**config.mk**
```make
export PLATFORM = sky130hd
export DESIGN_NAME = paralelo_serial
export DESIGN_NICKNAME = d
export VERILOG_FILES = /design/src/rtl/paralelo_serial_pkg.sv /design/src/rtl/contador_mod10.sv /design/src/rtl/paralelo_serial.sv
export SDC_FILE = /design/constraint.sdc
export NUM_CORES = 1
export LEC_CHECK = 0
export ABC_AREA = 1
export BUFFER_PORTS_ARGS = -buffer_cell sky130_fd_sc_hd__buf_4
export CORE_ASPECT_RATIO = 0.7
export CORE_MARGIN = 2
export CORE_UTILIZATION = 55
export CTS_CLUSTER_SIZE = 10
export DETAILED_ROUTE_END_ITERATION = 12
export PLACE_DENSITY = 0.86
export SLEW_MARGIN = 10
export SYNTH_ARGS = -nofsm -noshare
export SYNTH_HDL_FRONTEND = slang
export SYNTH_SLANG_ARGS = --single-unit
```
**constraint.sdc**
```tcl
create_clock -name clk -period 1.6 [get_ports clk]
set_clock_uncertainty 0.2 [all_clocks]
set_input_delay 0.16 -clock clk [delete_from_list [all_inputs] [get_ports clk]]
set_output_delay 0.16 -clock clk [all_outputs]
set_load 0.05 [all_outputs]
```
**src/rtl/paralelo_serial_pkg.sv**
```systemverilog
// Shared constants for the parallel/serial link pair.
// Word width, fill word and FSM encoding live here so both ends agree.
package paralelo_serial_pkg;

    localparam int ANCHO = 10;
    localparam logic [ANCHO-1:0] COMA = 10'b0011111010;

    localparam logic [0:0] INACTIVO  = 1'b0;
    localparam logic [0:0] TRANSMITE = 1'b1;

    function automatic int ancho_contador(input int n);
        return (n > 1) ? $clog2(n) : 1;
    endfunction

endpackage

```
**src/rtl/contador_mod10.sv**
```systemverilog
// Wrap-around bit counter, synchronous reset.
// Counts 0..MODULO-1 while enb is high and flags the last count.
module contador_mod10 #(
    parameter int MODULO = 10,
    parameter int W      = 4
) (
    input  logic         clk,
    input  logic         rst,
    input  logic         enb,
    output logic [W-1:0] cuenta,
    output logic         fin
);

    localparam logic [W-1:0] TOPE = W'(MODULO - 1);

    assign fin = (cuenta == TOPE);

    always_ff @(posedge clk) begin
        if (rst) begin
            cuenta <= '0;
        end else if (enb) begin
            cuenta <= fin ? '0 : cuenta + 1'b1;
        end
    end

endmodule

```
**src/rtl/paralelo_serial.sv**
```systemverilog
// Parallel-to-serial transmitter, MSB first, one-word holding buffer.
// Idle slots are filled with the COMA word so the line never goes quiet.
module paralelo_serial #(
    parameter int ANCHO = paralelo_serial_pkg::ANCHO,
    parameter logic [ANCHO-1:0] COMA = paralelo_serial_pkg::COMA
) (
    input  logic             clk,
    input  logic             rst,
    input  logic             enb,
    input  logic [ANCHO-1:0] entradas,
    input  logic             validEntrada,
    output logic             listo,
    output logic             salida,
    output logic             inicioPalabra,
    output logic             esComa
);

    import paralelo_serial_pkg::*;

    localparam int CW = ancho_contador(ANCHO);

    logic [0:0]       estado;
    logic [ANCHO-1:0] retencion;
    logic [ANCHO-1:0] shift_reg;
    logic             lleno;
    logic             coma_q;
    logic [CW-1:0]    contador;
    logic             fin;
    logic             transmite;
    logic             cargar;
    logic             aceptar;

    assign transmite = (estado == TRANSMITE);
    // Reload either leaves idle or replaces the last bit, so words abut.
    assign cargar    = enb && (!transmite || fin);
    assign listo     = !rst && !lleno;
    assign aceptar   = validEntrada && listo && enb;

    contador_mod10 #(
        .MODULO(ANCHO),
        .W     (CW)
    ) u_contador (
        .clk   (clk),
        .rst   (rst),
        .enb   (enb && transmite),
        .cuenta(contador),
        .fin   (fin)
    );

    always_ff @(posedge clk) begin
        if (rst) begin
            estado    <= INACTIVO;
            lleno     <= 1'b0;
            coma_q    <= 1'b0;
            shift_reg <= '1;
            retencion <= '0;
        end else begin
            if (cargar) begin
                estado <= TRANSMITE;
                if (lleno) begin
                    shift_reg <= retencion;
                    lleno     <= 1'b0;
                    coma_q    <= 1'b0;
                end else begin
                    shift_reg <= COMA;
                    coma_q    <= 1'b1;
                end
            end else if (enb && transmite) begin
                shift_reg <= shift_reg << 1;
            end
            // aceptar implies !lleno, so it never races the reload clear
            if (aceptar) begin
                retencion <= entradas;
                lleno     <= 1'b1;
            end
        end
    end

    assign salida        = transmite ? shift_reg[ANCHO-1] : 1'b1;
    assign inicioPalabra = transmite && (contador == '0);
    assign esComa        = transmite && coma_q;

endmodule

```
Yosys cells after proc, flatten, opt, wreduce, memory -nomap -nowiden
Index checks and enable logic that the tools add are counted.
- flip-flop bits (word level): 27
- output and inout bits: 4
- input bits: 14
- word-level logic and storage cells: 30
- add/subtract/negate cells: 1
- muxes and demuxes: 8
- equal/unequal tests: 1
- reduce and logical (&&, ||, !) cells: 14
- operators by type and width (kind ; number):
    10-bit 2-to-1 mux ; 3
    1-bit logical AND ; 7
    4-bit by 1-bit adder with 4-bit output, second input constant ; 1
    4-bit equality test, second input constant ; 1
    4-bit logical NOT ; 1
    1-bit 2-to-1 mux ; 4
    4-bit 2-to-1 mux ; 1
    2-bit nonzero test ; 2
    1-bit logical NOT ; 3
    1-bit logical OR ; 1

Logic depth before layout (Yosys ltp)
Gate-level depths: netlist of run 1.
- word-level depth: 5
- depth in mapped cells: 8
- gate-level depth less buffers: 7

Modules after synthesis
From an unflattened synthesis of run 1, not the netlist that was laid out.
- cell total of the unflattened synthesis: 184
- area total of the unflattened synthesis: 1263.7 um^2
- by module, submodules not included (module ; instances ; sequential area each (um^2) ; cells each ; area each (um^2)):
    paralelo_serial ; 1 ; 460.4 ; 153 ; 1058.5
    contador_mod10 ; 1 ; 80.1 ; 31 ; 205.2

Worst setup path after synthesis of run 1
No wires, ideal clock.
- path kind: reg-to-output
- start point: register estado
- end point: output inicioPalabra
- buffers on the path: 1
- data required time: 1.240 ns
- arrival time: 1.717 ns
- cell stages (with the launch flop): 4
- path slack: -0.477 ns
- cells stage by stage: dfxtp_1 -> buf_2 -> nand3_1 -> nor3_1
- longest elaborated chain between the ends: 1
- RTL lines (what ; line ; source):
    start: declaration ; paralelo_serial.sv:22 ; logic [0:0] estado;
    start signal: assignment ; paralelo_serial.sv:52 ; estado <= INACTIVO;
    start signal: assignment ; paralelo_serial.sv:59 ; estado <= TRANSMITE;
    1-bit logical AND ; paralelo_serial.sv:80 ; assign inicioPalabra = transmite && (contador == '0);
    end: declaration ; paralelo_serial.sv:14 ; output logic inicioPalabra,
No other way between the ends.

Final worst setup path of run 1
- start point: register estado
- end point: output esComa
- longest elaborated chain between the ends: 1
- RTL lines (what ; line ; source):
    1-bit logical AND ; paralelo_serial.sv:81 ; assign esComa = transmite && coma_q;
    end: declaration ; paralelo_serial.sv:15 ; output logic esComa
No other way between the ends.

==> results of run 1 <==
==> worst min path at each step <==
| stage | from | to | slack (ns) | cells after the start |
|---|---|---|---|---|
| finish | rst | retencion[0] | 0.10 | 5 |
| global route | rst | retencion[4] | 0.1 | 5 |
| global placement | entradas[2] | retencion[2] | 0.19 | 3 |
| detailed placement | entradas[0] | retencion[0] | 0.19 | 3 |
| floorplan | rst | shift_reg[9] | 0.06 | 2 |
| CTS | rst | retencion[0] | 0.10 | 5 |
==> layer usage <==
metal  wire (um)  vias up
met2        1240       45
met4          22        0
met1        1330      532
li1            -      617
met5           0        -
met3         161        4
==> cell families (layout without fill, tap and decap cells) <==
kind of cell / after synthesis / in the layout / synth area share [%]
AOI/OAI and AO/OA: 18 / 18 / 7.65
and+or+nand+nor: 104 / 104 / 39.4
buffers and inverters: 22 / 51 / 8.88
DFF: 27 / 27 / 44.1
==> through the flow <==
step           hold WS, ns  util [%]  std cells  total power [mW]  instance area (um^2)
2_1_floorplan       0.0558         -        171             0.894                  1240
3_3_place_gp         0.188      64.5        215             0.946                  1380
3_5_place_dp         0.192      64.5        215             0.955                  1380
4_1_cts              0.101      71.8        231              1.26                  1540
5_1_grt             0.0960      73.5        232              1.33                  1570
6_report             0.104      73.5        232              1.27                  1570
==> area by class of cell <==
type / count / share of cell area [%]
clock buffers: 4 / 1.67
multi-input cells: 122 / 38.4
repair buffers: 35 / 19.8
inverters: 12 / 2.87
flip-flops and latches: 27 / 34.7
well taps: 32 / 2.55
==> placed cells by master, fill, tap and decap left out <==
cell | synthesis | layout
nor2_2 | 1 | 1
inv_1 | 10 | 7
nor2_4 | 0 | 1
inv_2 | 2 | 5
buf_4 | 2 | 19
nand3_2 | 0 | 1
clkbuf_4 | 0 | 3
nor3_4 | 0 | 1
dfxtp_1 | 27 | 25
dfxtp_4 | 0 | 1
nand2_2 | 4 | 4
clkbuf_1 | 2 | 1
nor2_1 | 15 | 14
dfxtp_2 | 0 | 1
nand3_1 | 31 | 30
a21oi_2 | 1 | 1
nor3_1 | 2 | 1
buf_6 | 2 | 3
o21ai_0 | 3 | 3
o21ai_1 | 1 | 1
nand2_1 | 40 | 40
nand4_1 | 1 | 1
a21oi_1 | 13 | 13
dlygate4sd3_1 | 0 | 12
buf_8 | 0 | 1
or2_4 | 0 | 1
nand3b_1 | 9 | 9
==> worst max-delay path: stages (launching register included) <==
cell,delay [ns]
dfxtp_4,0.41
buf_6,0.13
nand2_1,0.06
inv_1,0.08
buf_6,0.16
==> power breakdown <==
group	internal, mW	switching [mW]
combinational	0.111	0.127
clock	0.0978	0.194
sequential	0.712	0.0289
total	0.921	0.350
==> repair_timing <==
action                                  in CTS  in global routing
hold buffers                                12                  0
setup buffers                                0                  1
gates resized for setup                      4                 11
hold endpoints to repair                    22                  0
endpoints found under the setup margin       4                  4
==> metrics.md, run 1 <==
| Metric | Value |
|---|---|
| Syn Area/Cell | `7.17 um^2` |
| Clock transition at path regs | `0.14 ns` |
| CP Launch Point | `estado` |
| Register Area | `546 um^2` |
| Fill count | `161` |
| DRT iter0 DRCs | `97` |
| Type of origin of the critical path | `flop` |
| Post-route ant nets | `0` |
| CP Capture Point | `esComa` |
| Clock root cell | `clkbuf_4` |
| Drt first pass iters | `4` |
| Largest net degree at the start of global routing | `16` |
| GR peak layer | `met2` |
| LEAKAGE | `0.717 nW` |
| Cell taking the most area after synthesis | `dfxtp_1` |
| Detailed-route wire length | `2750 um` |
| GR Layer Usage met3 | `7.46%` |
| Die width | `60.4 um` |
| DR WL/cell | `11.9 um` |
| Setup-failing EPs final | `0` |
| Gpl congestion | `0.852` |
| Setup_tns | `0 ns` |
| Initial antenna violation count | `0` |
| Fin. max-slew vios | `0` |
| Synth async-reset ratio | `0%` |
| P&R area growth vs syn | `28.2%` |
| Sequential area share after synthesis | `44.1%` |
| Fin. Hold Viols | `0` |
| Post-Syn Instances | `171` |
| R2r worst-path depth | `7` |
| Htree depth | `1` |
| TritonCTS Buffers | `3` |
| Crit Path Max Fanout | `6` |
| Mapped Area | `0.00123 mm^2` |
| Num rows | `14` |
| Seq cells post-synth | `27` |
| Nets | `215` |
| Status | `finished, final reports clean` |
| Total gr overflow | `0` |
| EDFF count, synth | `0` |
| Share of cells above drive strength 1 | `21.5%` |
| Pre-CTS setup slack | `0.243 ns` |
| Worst Hold Class | `primary input to flop` |
| Max Clk Rate | `657 MHz` |
| Slew @ Worst Pin | `0.450 ns` |
| Setup slack, reg-to-reg | `0.23 ns` |
| Post-DR vias/cell | `5.16` |
| Max_cap viols | `0` |
| Cell Pwr Density | `808 mW/mm^2` |
| WS Path Type | `flop to primary output` |
| Multi-input logic area | `603 um^2` |
| Prevailing post-synth register cell | `dfxtp_1` |
| CTS Sinks | `27` |
| Ranking of synthesized cells by area | `dfxtp_1 (44%), nand3_1 (13%), nand2_1 (12%)` |
| Io pins | `18` |
| Top cells by count, synth | `nand2_1 (40), nand3_1 (31), dfxtp_1 (27)` |
| Data required time at the worst endpoint | `1.24 ns` |
| # DRC | `0` |
| HPWL after DPL | `1900 um` |
| Worst setup margin | `0.0769 ns` |
| Unrepaired setup endpoints after global routing | `no` |
| Met2 usage | `36.7%` |
| Die Area | `0.00263 mm^2` |
| Die Y | `43.5 um` |
| Crit path DAT | `1.16 ns` |
| Synthesized Nets | `185` |
| TritonCTS clock tree | `done` |
| Worst vdd ir | `0.510 mV` |
| First-pass GRT wire length | `4690 um` |
| Fin crit share | `95.2%` |
| Cell with the most instances after synthesis | `nand2_1` |
| FF-to-FF Start | `u_contador.cuenta[0]` |
| FF-to-FF End | `coma_q` |
| Yosys cell types | `21` |
| Met1 usage | `33.5%` |
| Min Clock Period, post-route | `1.52 ns` |
| Core ar. | `0.00214 mm^2` |
| # diodes | `0` |
| Clock latency on the worst-skew pair | `0.33 ns` |
| Number of global-route vias before repair | `1,061` |
| Top-area cell type share of the netlist area | `44.1%` |
| Yosys Warn Count | `0` |
| Slew headroom | `69.9%` |
| Vias post-DR | `1,198` |
| Setup crit end kind | `primary output` |
| Clk buf depth | `2` |
| Port bufs | `17` |
| Initial Util | `57.4%` |
| Global Route Usage Sum | `23.9%` |
Power figures use the tool's default switching activity.
==> run 2: changes to the inputs <==
- clock period: 1.6 -> 1.7 ns (I/O delays scaled with it)
==> run 2 against run 1 <==
Net effect: via count is 1.3% higher; total power fell by 6.3%; routed wire length is 1.3% higher; sequential power shrank 5.8%; clock power decreased by 4%; hold slack worse by 0.077 ns; largest power group unchanged.
==> metrics.md, run 2 (synthesis results as in run 1) <==
| Metric | Value |
|---|---|
| Status | `finished, final reports clean` |
| Initial Util | `57.4%` |
| Fin. max-slew vios | `0` |
| Io pins | `18` |
| Port bufs | `17` |
| Detailed-route wire length | `2790 um` |
| Fill count | `181` |
| Most frequent cells in the layout | `nand2_1 (40), nand3_1 (31), dfxtp_1 (26), buf_4 (21), nor2_1 (14)` |
| Setup slack, reg-to-reg | `0.08 ns` |
| Cell Pwr Density | `776 mW/mm^2` |
| CP Launch Point | `lleno` |
| Setup_tns | `0 ns` |
| Setup-failing EPs final | `0` |
| Hold Startpoint | `validEntrada` |
| Share of cells above drive strength 1 | `18.6%` |
| Setup crit end kind | `flop` |
| Crit Path Max Fanout | `8` |
| P&R area growth vs syn | `25.1%` |
| Clock transition at path regs | `0.14 ns` |
| Post-route ant nets | `0` |
| DRT iter0 DRCs | `72` |
| Setup bufs post-CTS | `0` |
| Data required time at the worst endpoint | `1.74 ns` |
| Num rows | `14` |
| Core ar. | `0.00214 mm^2` |
| Fin. Hold Viols | `0` |
| Nets | `214` |
| DR WL/cell | `12.1 um` |
| HPWL after DPL | `1810 um` |
| Htree depth | `1` |
| Utilization after layout | `71.8%` |
| Hold Crit Endpoint | `retencion[6]` |
| Total gr overflow | `0` |
| Multi-input logic area | `589 um^2` |
| Critical Path, Cell by Cell | `nor2_4 > dlygate4sd3_1 > nand3_1 > nand2_1` |
| Worst vdd ir | `0.467 mV` |
| Slew headroom | `68.8%` |
| Slowest-stage cell, CP | `dlygate4sd3_1` |
| Most common cell after layout, fill and taps aside | `nand2_1` |
| Post-DR vias/cell | `5.25` |
| Initial antenna violation count | `0` |
| Max Clk Rate | `616 MHz` |
| First-pass GRT wire length | `4670 um` |
| FF-to-FF Start | `lleno` |
| R2r worst-path depth | `4` |
| Drt first pass iters | `4` |
| Max stage delay on crit path | `0.58 ns` |
| Clk buf depth | `2` |
| Slew @ Worst Pin | `0.467 ns` |
| Register Area | `544 um^2` |
| # diodes | `0` |
| Largest net degree at the start of global routing | `16` |
| FF-to-FF End | `retencion[6]` |
| Min Clock Period, post-route | `1.62 ns` |
| Clock latency on the worst-skew pair | `0.33 ns` |
| LEAKAGE | `0.706 nW` |
| # DRC | `0` |
| Clock root cell | `clkbuf_4` |
| Crit path DAT | `1.66 ns` |
| TritonCTS Buffers | `3` |
| Number of global-route vias before repair | `1,095` |
| WS Path Type | `flop to flop` |
| Die Y | `43.5 um` |
| Die width | `60.4 um` |
| Fin crit share | `95.5%` |
| Max_cap viols | `0` |
| CTS Sinks | `27` |
| Gpl congestion | `0.859` |
| Die Area | `0.00263 mm^2` |
| Vias post-DR | `1,213` |
| Hold depth | `5` |
| Global Route Usage Sum | `23.7%` |
| Worst Hold Class | `primary input to flop` |
| TritonCTS clock tree | `done` |
| Type of origin of the critical path | `flop` |
==> run 2: changes by cell type in the layout (fill, tap and decap cells not counted), moves of 2 or more <==
| cell | change |
|---|---|
| buf_4 | +2 |
| inv_1 | +3 |
| inv_2 | -3 |
| buf_6 | -3 |
==> run 2: cell type report <==
cell class / instances / share of cell area [%]
Clock buffer: 3 / 1.47
Tap cell: 32 / 2.61
Inverter: 12 / 2.94
Multi-Input combinational cell: 122 / 38.4
Timing Repair Buffer: 34 / 18.8
Clock inverter: 1 / 0.326
Sequential cell: 27 / 35.5
==> run 2: how the worst max path moves through the flow <==
stage                               end  slack [ns]  cells past startpoint
after floorplan           inicioPalabra        0.03                      3
after global placement           salida        0.39                      3
after detailed placement         salida        0.36                      3
after CTS                  retencion[6]        0.05                      4
after global routing       retencion[6]      -0.004                      4
final                      retencion[6]        0.08                      4
==> run 2: metrics by stage <==
step | power (mW) | hold slack, ns | setup WS, ns | cells | cell area (um^2)
floorplan | 0.839 | 0.0658 | 0.0329 | 171 | 1230
global placement | 0.885 | 0.199 | 0.386 | 214 | 1370
detailed placement | 0.892 | 0.202 | 0.360 | 214 | 1370
CTS | 1.19 | 0.0155 | 0.0472 | 231 | 1520
global route | 1.24 | 0.0521 | -0.00403 | 231 | 1530
finish | 1.19 | 0.0271 | 0.0768 | 231 | 1530
==> run 2: repair_timing <==
action,CTS,global route
setup endpoints to repair,1,3
resized for setup,1,3
gates cloned,0,0
endpoints found under the hold margin,22,0
hold buffers,13,0
==> run 2: worst max-delay path: cells and delay by family (launching register included) <==
family / cells / cell delay (ns)
buffers and inverters: 1 / 0.58
flip-flops: 1 / 0.53
AND/OR/NAND/NOR: 3 / 0.22
==> run 2: per-layer routing <==
metal	vias to the layer above	track usage (%)	routed length (um)
li1	613	-	-
met5	-	0	0
met2	47	38.5	1310
met1	549	32.1	1270
met3	4	6.57	177
met4	0	4.78	25
==> run 2: power by group <==
part	total [mW]	internal [mW]	switching, mW
Clock	0.280	0.0886	0.191
Sequential	0.698	0.670	0.0274
Combinational	0.213	0.0963	0.117
==> run 3: changes to the inputs <==
- CORE_UTILIZATION: 55 -> 40
- PLACE_DENSITY: 0.86 -> 0.68
==> run 3 against run 2 <==
Net effect: first-iteration DRC count rose by 22%; core utilization fell by 17 points; global-route usage fell by 7.3 points; via count fell by 3.5%; sequential share of layout area fell by 0.79 points; combinational power barely moved; maximum frequency fell by 0.29%; routed wire length fell by 3.4%; sequential power barely moved; critical path depth did not move; final cell count rose by 2.2%.
==> metrics.md, run 3 (synthesis results as in run 1) <==
| Metric | Value |
|---|---|
| Die Y | `50.3 um` |
| Worst setup margin | `0.0720 ns` |
| Gpl congestion | `0.878` |
| Global Route Usage Sum | `16.4%` |
| Fin. Hold Viols | `0` |
| First-pass GRT wire length | `4530 um` |
| TritonCTS clock tree | `done` |
| CTS Sinks | `27` |
| Slew headroom | `72.6%` |
| Clock latency on the worst-skew pair | `0.28 ns` |
| Worst Hold Class | `primary input to flop` |
| Clock root cell | `clkbuf_8` |
| Core ar. | `0.00286 mm^2` |
| Setup crit end kind | `primary output` |
| # DRC | `0` |
| R2r worst-path depth | `6` |
| Data required time at the worst endpoint | `1.33 ns` |
| DRT iter0 DRCs | `88` |
| Total power draw | `1.28 mW` |
| Total gr overflow | `0` |
| Max Clk Rate | `614 MHz` |
| Max_cap viols | `0` |
| Min Clock Period, post-route | `1.63 ns` |
| Status | `finished, final reports clean` |
| Nets | `215` |
| Crit path DAT | `1.26 ns` |
| Fin area | `0.00156 mm^2` |
| # diodes | `0` |
| Setup-failing EPs final | `0` |
| Fin crit share | `95.8%` |
| Pre-CTS setup slack | `0.293 ns` |
| Worst hold margin | `0.0401 ns` |
| DR WL/cell | `11.4 um` |
| Largest net degree at the start of global routing | `17` |
| Port bufs | `17` |
| TritonCTS Buffers | `3` |
| Unrepaired setup endpoints after global routing | `no` |
| HPWL after DPL | `1850 um` |
| Share of cells above drive strength 1 | `18.5%` |
| Clock transition at path regs | `0.09 ns` |
| Io pins | `18` |
| Clk buf depth | `2` |
| DP Area | `0.00138 mm^2` |
| Crit Path Max Fanout | `7` |
| Number of global-route vias before repair | `1,060` |
| Cell Pwr Density | `822 mW/mm^2` |
| Detailed-route wire length | `2690 um` |
| Die Area | `0.00353 mm^2` |
| Die width | `70.2 um` |
| Hold depth | `3` |
| Htree depth | `1` |
| Slew @ Worst Pin | `0.411 ns` |
| Setup slack, reg-to-reg | `0.32 ns` |
| LEAKAGE | `0.714 nW` |
| Fill count | `283` |
| Initial antenna violation count | `0` |
| Setup bufs post-CTS | `0` |
| Worst vdd ir | `0.516 mV` |
| Vias post-DR | `1,171` |
| Post-DR vias/cell | `4.96` |
| Most frequent cells in the layout | `nand2_1 (40), nand3_1 (31), dfxtp_1 (26), buf_4 (21), nor2_1 (15)` |
| Drt first pass iters | `6` |
| Fin. max-slew vios | `0` |
| WS Path Type | `flop to primary output` |
| Most common cell after layout, fill and taps aside | `nand2_1` |
| P&R area growth vs syn | `27.3%` |
| Num rows | `16` |
| Initial Util | `42.8%` |
| Type of origin of the critical path | `flop` |
| Post-route ant nets | `0` |
| Setup_tns | `0 ns` |
[run 3: changes by cell type in the layout (fill, tap and decap cells not counted), sizes merged]
cell	previous run	this run
buf	21	22
clkinv	1	0
clkinvlp	0	1
[run 3: area by class of cell]
cell class                 instances  area, um^2  area share (%)
clock buffer                       3        41.3            2.64
clock inverter                     1        7.51           0.481
inverter                          12        45.0            2.88
multi-input combinational        122         582            37.3
sequential                        27         542            34.7
tap                               36        45.0            2.88
timing repair buffer              35         299            19.2
[run 3: where the power goes]
| group | total [mW] | internal (mW) | leakage [nW] | switching, mW |
|---|---|---|---|---|
| Clock | 0.374 | 0.167 | 0.0217 | 0.208 |
| Combinational | 0.214 | 0.0977 | 0.469 | 0.116 |
| Sequential | 0.695 | 0.670 | 0.223 | 0.0252 |
[run 3: per-layer routing]
metal | routed length (um) | global-route usage, % | share of wire (%)
met5 | 0 | 0 | 0
met4 | 50 | 8.65 | 1.9
met2 | 1180 | 26.2 | 44
met3 | 80 | 3.82 | 3.0
met1 | 1380 | 20.9 | 51
[run 3: path summary, 6_finish.rpt]
| path | startpoint | end |
|---|---|---|
| worst max register to register | u_contador.cuenta[0] | u_contador.cuenta[3] |
| worst max-delay path | estado | inicioPalabra |
| worst min-delay path | enb | shift_reg[5] |
| worst min register to register | shift_reg[0] | shift_reg[0] |
[run 3: stage by stage]
step | cells | util, %
finish | 236 | 54.5
global route | 236 | 54.5
CTS | 236 | 54.4
detailed placement | 219 | 48.1
global placement | 219 | 48.1
floorplan | 171 | -
[run 3: worst max-delay path, stage by stage (launching register included)]
cell     delay (ns)
dfxtp_2        0.39
buf_4          0.16
nand3_1        0.10
nor3_2         0.15
buf_6          0.18
[run 3: what timing repair did]
action | 4_1_cts | 5_1_grt
hold buffers | 13 | 0
setup endpoints to repair | 1 | 1
endpoints found under the hold margin | 12 | 0
gates resized for setup | 1 | 1
gates cloned | 0 | 0
